File: src/rtl/pe_dot_sequencer.sv
// Sequences one unsigned dot product of length len through a registered-multiplier PE.
// Result appears len+3 cycles after start (1 cycle for len=0); held until res_ready; optional PE_DOT_ACC_SAT_EN saturates.
module pe_dot_sequencer #(
    parameter int DATA_WIDTH = 8,
    parameter int ACC_WIDTH  = 32,
    parameter int LEN_W      = 16,
    parameter int ADDR_W     = 16
) (
    input  logic                    clk,
    input  logic                    rst,
    input  logic                    start,
    input  logic [LEN_W-1:0]        len,
    input  logic [ADDR_W-1:0]       w_base,
    input  logic [ADDR_W-1:0]       x_base,
    output logic                    busy,
    output logic                    rd_en,
    output logic [ADDR_W-1:0]       w_addr,
    output logic [ADDR_W-1:0]       x_addr,
    input  logic [DATA_WIDTH-1:0]   w_data,
    input  logic [DATA_WIDTH-1:0]   x_data,
    output logic [DATA_WIDTH-1:0]   pe_w,
    output logic [DATA_WIDTH-1:0]   pe_x,
    input  logic [2*DATA_WIDTH-1:0] pe_y,
    output logic [ACC_WIDTH-1:0]    res_data,
`ifdef PE_DOT_ACC_SAT_EN
    output logic                    res_ovf,
`endif
    output logic                    res_valid,
    input  logic                    res_ready
);

    typedef enum logic [1:0] {IDLE, RUN, DRAIN, OUT} state_t;

    state_t               state;
    logic [LEN_W-1:0]     len_r;
    logic [LEN_W-1:0]     idx;
    logic                 v1;
    logic                 v2;
    logic [ACC_WIDTH-1:0] acc;

    assign pe_w     = w_data;
    assign pe_x     = x_data;
    assign busy     = (state != IDLE);
    assign res_data = acc;

`ifdef PE_DOT_ACC_SAT_EN
    logic               ovf;
    logic [ACC_WIDTH:0] sum;
    assign sum     = {1'b0, acc} + {1'b0, ACC_WIDTH'(pe_y)};
    assign res_ovf = ovf;
`else
    logic [ACC_WIDTH-1:0] sum;
    assign sum = acc + ACC_WIDTH'(pe_y);
`endif

    always_ff @(posedge clk) begin
        if (rst) begin
            state     <= IDLE;
            rd_en     <= 1'b0;
            w_addr    <= '0;
            x_addr    <= '0;
            res_valid <= 1'b0;
            len_r     <= '0;
            idx       <= '0;
            v1        <= 1'b0;
            v2        <= 1'b0;
            acc       <= '0;
`ifdef PE_DOT_ACC_SAT_EN
            ovf       <= 1'b0;
`endif
        end else begin
            v1 <= rd_en;
            v2 <= v1;
            if (v2) begin
`ifdef PE_DOT_ACC_SAT_EN
                if (sum[ACC_WIDTH]) begin
                    acc <= '1;
                    ovf <= 1'b1;
                end else begin
                    acc <= sum[ACC_WIDTH-1:0];
                end
`else
                acc <= sum;
`endif
            end

            case (state)
                IDLE: begin
                    if (start) begin
                        len_r  <= len;
                        idx    <= '0;
                        acc    <= '0;
`ifdef PE_DOT_ACC_SAT_EN
                        ovf    <= 1'b0;
`endif
                        w_addr <= w_base;
                        x_addr <= x_base;
                        if (len == '0) begin
                            state     <= OUT;
                            res_valid <= 1'b1;
                        end else begin
                            state <= RUN;
                            rd_en <= 1'b1;
                        end
                    end
                end
                RUN: begin
                    // idx is the element whose read is on the bus this cycle
                    if (idx == len_r - LEN_W'(1)) begin
                        rd_en <= 1'b0;
                        state <= DRAIN;
                    end else begin
                        idx    <= idx + LEN_W'(1);
                        w_addr <= w_addr + ADDR_W'(1);
                        x_addr <= x_addr + ADDR_W'(1);
                    end
                end
                DRAIN: begin
                    // the last product lands in acc on the same edge v2 drops
                    if (!v1) begin
                        state     <= OUT;
                        res_valid <= 1'b1;
                    end
                end
                OUT: begin
                    if (res_ready) begin
                        res_valid <= 1'b0;
                        state     <= IDLE;
                    end
                end
                default: state <= IDLE;
            endcase
        end
    end

endmodule

File: config.mk
export PLATFORM = sky130hd
export DESIGN_NAME = pe_dot_sequencer
export DESIGN_NICKNAME = d
export VERILOG_FILES = /design/src/rtl/pe_dot_sequencer.sv
export SDC_FILE = /design/constraint.sdc
export NUM_CORES = 1
export LEC_CHECK = 0
export CORE_ASPECT_RATIO = 0.8
export CORE_MARGIN = 2
export CORE_UTILIZATION = 53
export DETAILED_ROUTE_END_ITERATION = 6
export PLACE_DENSITY = 0.88
export SYNTH_ARGS = -nofsm -noshare
export SYNTH_HDL_FRONTEND = slang
export SYNTH_SLANG_ARGS = --single-unit
File: constraint.sdc
create_clock -name clk -period 7.8 [get_ports clk]
set_input_delay 1.17 -clock clk [delete_from_list [all_inputs] [get_ports clk]]
set_output_delay 1.17 -clock clk [all_outputs]
set_load 0.1 [all_outputs]
* Yosys cells after proc, flatten, opt, wreduce, memory -nomap -nowiden
Index checks and enable logic that the tools add are counted.
** Word-level totals
- Input port bits :: 84
- Logic and storage cells :: 63
- Register bits :: 102
- Output and inout port bits :: 83
** Cells by class
- Add/sub/neg operators :: 5
- Reductions and logical operators :: 10
- Multiplexer cells :: 27
- Equality and inequality tests :: 11
** Operators by type and width (count)
- 2-to-1 mux 16 bit :: 6
- 2-to-1 mux 32 bit :: 3
- case mux 16 bit (2 select lines) :: 3
- adder 16 x 1 -> 16 bit (second input constant) :: 3
- adder 32 x 16 -> 32 bit :: 1
- equality test 16 bit :: 1
- logical NOT 16 bit :: 1
- subtractor 16 x 1 -> 16 bit (second input constant) :: 1
- inequality test 2 bit (second input constant) :: 7
- 2-to-1 mux 2 bit :: 5
- case mux 2 bit (4 select lines) :: 1
- AND reduction 4 bit :: 2
- 2-to-1 mux 1 bit :: 7
- AND reduction 5 bit :: 1
- equality test 2 bit (second input constant) :: 2
- nonzero test 2 bit :: 2
- case mux 1 bit (3 select lines) :: 1
- AND reduction 3 bit :: 1
- nonzero test 3 bit :: 1
- equality test 2 x 1 -> 1 bit (second input constant) :: 1
- logical NOT 2 bit :: 1
- case mux 1 bit (2 select lines) :: 1
- AND reduction 2 bit :: 1

* Depth between registers and ports, before layout
Gate-level depths: netlist (run 1).
- Depth after elaboration :: 4
- Depth in mapped cells :: 12

* Worst setup path after synthesis (run 1)
Ideal clock, no wire load.
- Kind :: input to register
- Start point :: input port pe_y[0]
- End point :: register acc[26], in the netlist res_data[26]
- Cell stages on the path :: 10
- Required time :: 7.733 ns
- Slack :: 4.433 ns
- Arrival time :: 3.300 ns
- Path through :: ha_1 fa_1 a21o_1 nand2b_1 a311oi_1 nor4_1 o31ai_1 nand4_1 xor2_1 nor2_1
** Between the ends
- Word-level cells in the longest chain between the ends :: 4
** Ends and longest elaborated chain
- from (decl) :: line 23 : input logic [2*DATA_WIDTH-1:0] pe_y,
- adder 32 x 16 -> 32 bit * :: line 53 : assign sum = acc + ACC_WIDTH'(pe_y);
- 2-to-1 mux 32 bit * :: line 74 : if (v2) begin
- 2-to-1 mux 32 bit :: line 89 : if (start) begin
- 2-to-1 mux 32 bit * :: line 87 : case (state)
- to (signal assigned) :: line 83 : acc <= sum;
- to (decl) :: line 39 : logic [ACC_WIDTH-1:0] acc;
Mark *: on every way between the ends. The rest lies on a longest branch, timed or not.
A chain may end at the register's enable or synchronous reset.

* Final worst setup path (run 1)
Ends and elaborated chain as after synthesis.

==> flow_summary_export.csv, run 1 <==
group,metric,value,unit
die,initial_utilization,54.5,%
synth,syn_area_per_cell,7.80,sq um
timing,tightest_slew,1100,ps
synth,syn_area,0.00630,sq mm
finish,antennaDiodeCount,0,
min_path,worst_hold_startpoint,"len_r[15]",
cts,htree_num_levels,3,
synth,synthesized_flop_and_latch_total,102,
timing,setup-violations-final,0,
synth,yosysWarningCount,0,
pwr,clock_power_share,24.1,%
pwr,switching_share,44.9,%
min_path,hold_path.class,"reg -> reg",
cts,clk_transition_reported_paths,80,ps
cts,cts_post_setup_buffers_inserted,0,
cts,cts-root-buf,"sky130_fd_sc_hd__clkbuf_16",
routing,wl,17.2,mm
die,count_of_boundary_i_o_pins,167,
die,die_x,126,microns
pwr,ir_drop_worst_vdd,0.000192,V
synth,synthDominantAreaCellType,"sky130_fd_sc_hd__dfxtp_1",
grt,grt_start_max_net_pins,51,
synth,asyncSetResetFlopFracSynth,0,%
die,coreArea,0.0116,sq mm
timing,grt_setup_unrepaired,"no",
worst_setup_path,timing.critical_path.from,"pe_y[0]",
pwr,power_leakage,0.00271,uW
synth,synth.area.mux_share,2.54,%
grt,grt_pass1_wl,28.1,mm
synth,yosys.area_share.xor_xnor,6.12,%
timing,drv_slew,0,
outcome,run_status,"finished clean",
cts,cts_inserted_buffers,9,
timing,post-route-min-period,3890,ps
finish,post-route-util,67.8,%
worst_setup_path,crit_slowest_cell,"sky130_fd_sc_hd__o31ai_1",
pwr,cellInternalPower,1030,uW
routing,detail_route.drc_violations,0,
finish,finalNetCount,1008,
worst_setup_path,crit-reg2reg-launch,"len_r[0]",
timing,final_min_period_over_clock_period,49.9,%
worst_setup_path,largest_delay_share_family_worst_path,"compound AO/OA/AOI/OAI gates",
synth,synth-compound-area-share,22.5,%
finish,layout-area-overhead-vs-synth,24.4,%
grt,global_route.overflow_total,0,
routing,detailedRoute.firstIterationViolations,519,
cts,ctsResizeCount,0,
routing,drt-vias-per-instance,6.14,
pwr,combinational_fraction_of_design_power,41.6,%
worst_setup_path,crit_path_start_kind,"input port",
synth,syn_inst,807,
worst_setup_path,worstPathCellList,"clkdlybuf4s50_1, ha_1, fa_1, a21o_1, nand2b_1, a311oi_1, nor4_1, o31ai_1, nand4_1, xor2_1, nor2_1",
grt,antenna_found_initial,0,
cts,post_cts_hold_buffer_count,0,
cts,clockBufferDepth,2,
grt,track_usage,26.2,%
routing,detail-route-antenna-nets,0,
worst_setup_path,cp_max_fo,8,
cts,cts_tree,"yes",
routing,vias,6464,
timing,hold_slack,479,ps
die,placementRows,35,
grt,grt_pass1_vias,5874,
die,die_height,102,microns
timing,fmaxAchievable,0.257,GHz
routing,drt-pass1-iter-count,5,
worst_setup_path,type_of_the_worst_setup_path,"in -> reg",
synth,synth_adder_area_share,5.09,%
timing,clock-skew-final,7.96,ps
pwr,total_switching_power,839,uW
placed_design,buffer_ports.inserted,134,
die,design.die.area,0.0128,sq mm
worst_setup_path,path_buf_inv,1,
synth,synth_top_family_by_area,"simple AND/OR/NAND/NOR gates",
synth,synth_simple_gate_area_share,25.1,%
pwr,power_density,239,mW/mm^2
synth,netlist_top_cells_area,"sky130_fd_sc_hd__dfxtp_1, sky130_fd_sc_hd__a21oi_1, sky130_fd_sc_hd__nand2_1, sky130_fd_sc_hd__ha_1, sky130_fd_sc_hd__xnor2_1",
worst_setup_path,crit_required,8000,ps
cts,cts_sinks,102,
cts,insertion_delay,350,ps
placed_design,dp_hpwl,11.9,mm
worst_setup_path,worstSetupEndpointType,"register",
finish,drive_above_1_share,4.31,%
synth,synth_ff_type,"sky130_fd_sc_hd__dfxtp_1",
worst_setup_path,slowest_delay,830,ps
worst_setup_path,timing.critical_path.arrival,4090,ps
routing,wl_per_cell,16.3,microns
synth,synth_top_area_share,32.4,%
synth,synth_fp_nets,916,
synth,synth.lib_cells_used.distinct,62,
placed_design,place.gp.congestion,0.866,
pwr,power.sequential.fraction,34.3,%
timing,timing_hold_violations_final,0,
timing,maxSlewHeadroom,26.8,%
timing,setup_total_negative_slack,0,ps
flow_run,maxCapViolCount,0,
synth,synth_edf_count,0,
synth,seq_area_frac_synth,32.4,%
## power by group through the flow
stage / Combinational [uW] / Sequential (uW) / Clock (uW)
global placement: 756 / 648 / 0
detailed placement: 768 / 650 / 0
CTS: 773 / 638 / 451
floorplan: 385 / 884 / 0
finish: 778 / 641 / 450
global route: 829 / 649 / 471
## through the flow
stage / setup WS [ps] / power [uW] / cells / cell area, sq um
6_report: 3910 / 1870 / 1052 / 7830
3_5_place_dp: 3590 / 1420 / 1036 / 7540
3_3_place_gp: 3660 / 1400 / 1036 / 7540
2_1_floorplan: 4430 / 1270 / 807 / 6300
4_1_cts: 3950 / 1860 / 1052 / 7830
5_1_grt: 3530 / 1950 / 1052 / 7830
## sequential cells by signal (all words and copies together) (netlist names)
register / flops
len_r: 16
idx: 16
rd_en: 1
v2: 1
state: 2
x_addr: 16
res_data: 32
v1: 1
w_addr: 16
res_valid: 1
## tightest hold or removal path, delay by kind of cell (launching register included)
family / cells / cell delay (ps)
DFF: 1 / 320
and+or+nand+nor: 1 / 60
AOI/OAI and AO/OA: 1 / 60
## cells in the mapped netlist (5+ instances only)
master and n:
sky130_fd_sc_hd__nand2_1 108, sky130_fd_sc_hd__dfxtp_1 102, sky130_fd_sc_hd__a21oi_1 90, sky130_fd_sc_hd__nor2_1 64, sky130_fd_sc_hd__nor3_1 29, sky130_fd_sc_hd__clkbuf_1 28, sky130_fd_sc_hd__nand3_1 28, sky130_fd_sc_hd__xnor2_1 28
sky130_fd_sc_hd__o21ai_0 27, sky130_fd_sc_hd__ha_1 24, sky130_fd_sc_hd__buf_4 19, sky130_fd_sc_hd__inv_1 19, sky130_fd_sc_hd__mux2i_1 16, sky130_fd_sc_hd__o32ai_1 16, sky130_fd_sc_hd__or3_1 16, sky130_fd_sc_hd__xor2_1 16
sky130_fd_sc_hd__nand4_1 14, sky130_fd_sc_hd__nor4_1 13, sky130_fd_sc_hd__or4_1 13, sky130_fd_sc_hd__o211ai_1 10, sky130_fd_sc_hd__a211oi_1 8, sky130_fd_sc_hd__and3_1 8, sky130_fd_sc_hd__a31oi_1 7, sky130_fd_sc_hd__buf_2 7
sky130_fd_sc_hd__and2_1 6, sky130_fd_sc_hd__o21bai_1 6, sky130_fd_sc_hd__a21o_1 5, sky130_fd_sc_hd__o31ai_1 5, sky130_fd_sc_hd__or2_2 5
## kinds of logic (layout without fill, tap and decap cells)
logic type	Yosys count	in the layout
and+or+nand+nor	324	324
xor gates and xnor gates	44	44
buffers and inverters	78	175
DFF	102	102
muxes	16	16
adders and majority gates	25	25
AOI/OAI and AO/OA	218	218
## metal layers
layer | routed length, microns | share of wire, % | global-route usage, %
met3 | 1320 | 7.7 | 5.28
met2 | 7840 | 46 | 43.1
met4 | 210 | 1.2 | 5.92
met5 | 0 | 0 | 0
met1 | 7820 | 46 | 36.1
## final timing paths
kind / end / slack [ps] / depth (start not counted)
worst max-delay path: res_data[26] / 3910 / 11
worst min-delay path: len_r[15] / 480 / 2
worst max register to register: w_addr[11] / 4070 / 11
worst min register to register: len_r[15] / 480 / 2
## cells in the final DEF (no fill, tap or decap), types with 7 or more instances in the layout
cell type and instances:
sky130_fd_sc_hd__inv_1 19, sky130_fd_sc_hd__xor2_1 16, sky130_fd_sc_hd__nand3_1 28, sky130_fd_sc_hd__nand2_1 108, sky130_fd_sc_hd__xnor2_1 28, sky130_fd_sc_hd__and3_1 8, sky130_fd_sc_hd__o211ai_1 10, sky130_fd_sc_hd__or3_1 16
sky130_fd_sc_hd__clkbuf_16 9, sky130_fd_sc_hd__nor3_1 29, sky130_fd_sc_hd__dfxtp_1 102, sky130_fd_sc_hd__o21ai_0 27, sky130_fd_sc_hd__a21oi_1 90, sky130_fd_sc_hd__o32ai_1 16, sky130_fd_sc_hd__nor2_1 64, sky130_fd_sc_hd__a31oi_1 7
sky130_fd_sc_hd__ha_1 24, sky130_fd_sc_hd__clkdlybuf4s50_1 133, sky130_fd_sc_hd__or4_1 13, sky130_fd_sc_hd__mux2i_1 16, sky130_fd_sc_hd__nor4_1 13, sky130_fd_sc_hd__a211oi_1 8, sky130_fd_sc_hd__nand4_1 14
## cell type report
| type | instances | area [sq um] |
|---|---|---|
| clock buffers | 9 | 225 |
| clock inverters | 7 | 65.1 |
| fillers | 955 | 3730 |
| inverters | 19 | 71.3 |
| multi-input cells | 627 | 3860 |
| flip-flops and latches | 102 | 2040 |
| well taps | 148 | 185 |
| repair buffers | 140 | 1380 |
Power figures use the tool's default switching activity.
==> inputs of run 2 (changes only) <==
--- a/config.mk
+++ b/config.mk
@@ -7,9 +7,9 @@
 export LEC_CHECK = 0
 export CORE_ASPECT_RATIO = 0.8
 export CORE_MARGIN = 2
-export CORE_UTILIZATION = 53
+export CORE_UTILIZATION = 45
 export DETAILED_ROUTE_END_ITERATION = 6
-export PLACE_DENSITY = 0.88
+export PLACE_DENSITY = 0.8
 export SYNTH_ARGS = -nofsm -noshare
 export SYNTH_HDL_FRONTEND = slang
 export SYNTH_SLANG_ARGS = --single-unit
==> constraint.sdc (replaced) <==
create_clock -name clk -period 3.25 [get_ports clk]
set_input_delay 0.4875 -clock clk [delete_from_list [all_inputs] [get_ports clk]]
set_output_delay 0.4875 -clock clk [all_outputs]
set_load 0.1 [all_outputs]
==> run 2 against run 1 <==
Net effect: power is 140% higher; setup slack got worse by 3600 ps; critical path type unchanged; hold slack got worse by 7.2 ps; clock skew increased by 1.5 ps; highest routed layer unchanged; largest cell class unchanged; non-clock buffer count grew 12; cell count is 4.2% higher.
==> flow_summary_export.csv, run 2 (synthesized netlist as in run 1, its figures left out) <==
group,metric,value,unit
routing,detail_route.drc_violations,0,
routing,detailedRoute.firstIterationViolations,618,
die,die_x,136,microns
pwr,power_leakage,0.00285,uW
placed_design,detailedPlace.worstSlack,-287,ps
cts,insertion_delay,350,ps
cts,post_cts_hold_buffer_count,0,
grt,track_usage,22.9,%
routing,drt-pass1-iter-count,7,
worst_setup_path,crit_slowest_cell,"sky130_fd_sc_hd__o31ai_2",
timing,timing_hold_violations_final,0,
grt,antenna_found_initial,0,
finish,most-common-layout-cells,"sky130_fd_sc_hd__nand2_1, sky130_fd_sc_hd__dfxtp_1, sky130_fd_sc_hd__clkdlybuf4s50_1",
cts,cts_post_setup_buffers_inserted,0,
grt,grt_pass1_vias,5760,
pwr,ir_drop_worst_vdd,0.000458,V
timing,grt_setup_unrepaired,"no",
worst_setup_path,crit_path_start_kind,"input port",
die,design.die.area,0.0150,sq mm
timing,fmaxAchievable,0.344,GHz
finish,largest_reg_flops,32,
min_path,hold_path.class,"reg -> reg",
worst_setup_path,crit_required,3480,ps
grt,grt_start_max_net_pins,58,
placed_design,dp_hpwl,12.3,mm
routing,detail-route-antenna-nets,0,
finish,drive_above_1_share,9.72,%
flow_run,maxCapViolCount,0,
timing,maxSlewHeadroom,34.3,%
finish,finalNetCount,1020,
routing,wl_per_cell,15.5,microns
cts,cts_sinks,102,
routing,drt-vias-per-instance,5.72,
worst_setup_path,worstPathCellList,"clkdlybuf4s50_1, ha_1, fa_1, a21o_1, nand2b_1, a311oi_1, nor4_1, o31ai_2, nand4_1, xor2_1, nor2_1",
worst_setup_path,worstSetupEndpointType,"register",
timing,clock-skew-final,9.43,ps
die,die_height,110,microns
worst_setup_path,type_of_the_worst_setup_path,"in -> reg",
die,placementRows,38,
timing,setup-violations-final,0,
finish,antennaDiodeCount,0,
placed_design,place.gp.congestion,0.870,
cts,cts_inserted_buffers,9,
grt,global_route.overflow_total,0,
worst_setup_path,cp_max_fo,8,
pwr,totalPowerFinal,4510,uW
worst_setup_path,slowest_delay,610,ps
pwr,power_density,570,mW/mm^2
finish,layout-area-overhead-vs-synth,25.6,%
die,count_of_boundary_i_o_pins,167,
finish,layout.cells.most_common,"sky130_fd_sc_hd__nand2_1",
timing,drv_slew,0,
cts,htree_num_levels,3,
cts,cts_tree,"yes",
timing,post-route-min-period,2910,ps
worst_setup_path,timing.critical_path.arrival,3130,ps
routing,vias,6268,
timing,timing.final.ws_setup,343,ps
outcome,run_status,"finished clean",
cts,cts-root-buf,"sky130_fd_sc_hd__clkbuf_16",
die,coreArea,0.0136,sq mm
cts,clk_transition_reported_paths,70,ps
routing,wl,17.0,mm
timing,tightest_slew,982,ps
grt,grt_pass1_wl,28.0,mm
die,initial_utilization,46.3,%
timing,final_min_period_over_clock_period,89.4,%
placed_design,buffer_ports.inserted,134,
cts,clockBufferDepth,2,
run 2: layer usage:
metal  track usage (%)  vias to the layer above  routed length [microns]
met5                 0                        -                        0
met4              5.13                        0                      174
met3              6.22                       18                     1570
met2              34.7                      254                     7330
met1              32.3                     2848                     7950
li1                  -                     3148                        -
run 2: final timing paths:
kind / startpoint / end / slack, ps / cells after the start
worst min register to register: len_r[15] / len_r[15] / 470 / 2
worst max register to register: len_r[3] / rd_en / 380 / 8
worst max-delay path: pe_y[0] / res_data[26] / 340 / 11
worst min-delay path: len_r[15] / len_r[15] / 470 / 2
run 2: area by class of cell:
class,count,area [sq um]
clock buffer,10,229
clock inverter,6,70.1
fill,1255,5690
inverter,19,71.3
multi-input combinational,627,3880
sequential,102,2040
tap,180,225
timing repair buffer,152,1400
run 2: timing repair:
action	CTS	global route
endpoints found under the setup margin	0	8
hold endpoints to repair	0	0
resized for setup	0	2
run 2: stage by stage:
step | instance area, sq um | setup TNS (ps) | std cells | hold WS (ps) | util [%]
after floorplan | 6300 | 0 | 807 | 438 | -
after global placement | 7600 | -1100 | 1080 | 462 | 55.9
after detailed placement | 7600 | -1780 | 1080 | 464 | 55.9
after CTS | 7900 | 0 | 1096 | 474 | 58.1
after global routing | 7910 | 0 | 1096 | 517 | 58.2
final | 7910 | 0 | 1096 | 472 | 58.2
run 2: power by group:
| group | internal [uW] | switching [uW] | total [uW] |
|---|---|---|---|
| clock network | 605 | 498 | 1100 |
| registers | 1370 | 158 | 1530 |
| logic | 568 | 1310 | 1880 |
run 2: worst max-delay path: cells and delay by family:
family,cells,cell delay (ps)
AO/OA/AOI/OAI,3,1150
XOR/XNOR,1,170
adder cells (fa/ha/maj),2,410
buffers and inverters,1,470
AND/OR/NAND/NOR,4,460
==> inputs of run 3 (changes only) <==
--- a/config.mk
+++ b/config.mk
@@ -5,10 +5,12 @@
 export SDC_FILE = /design/constraint.sdc
 export NUM_CORES = 1
 export LEC_CHECK = 0
+export CAP_MARGIN = 20
 export CORE_ASPECT_RATIO = 0.8
 export CORE_MARGIN = 2
 export CORE_UTILIZATION = 45
 export DETAILED_ROUTE_END_ITERATION = 6
+export GPL_ROUTABILITY_DRIVEN = 0
 export PLACE_DENSITY = 0.8
 export SYNTH_ARGS = -nofsm -noshare
 export SYNTH_HDL_FRONTEND = slang
==> results of run 3 <==
Same layout as run 2: the final DEF is identical, and so are final timing and power.
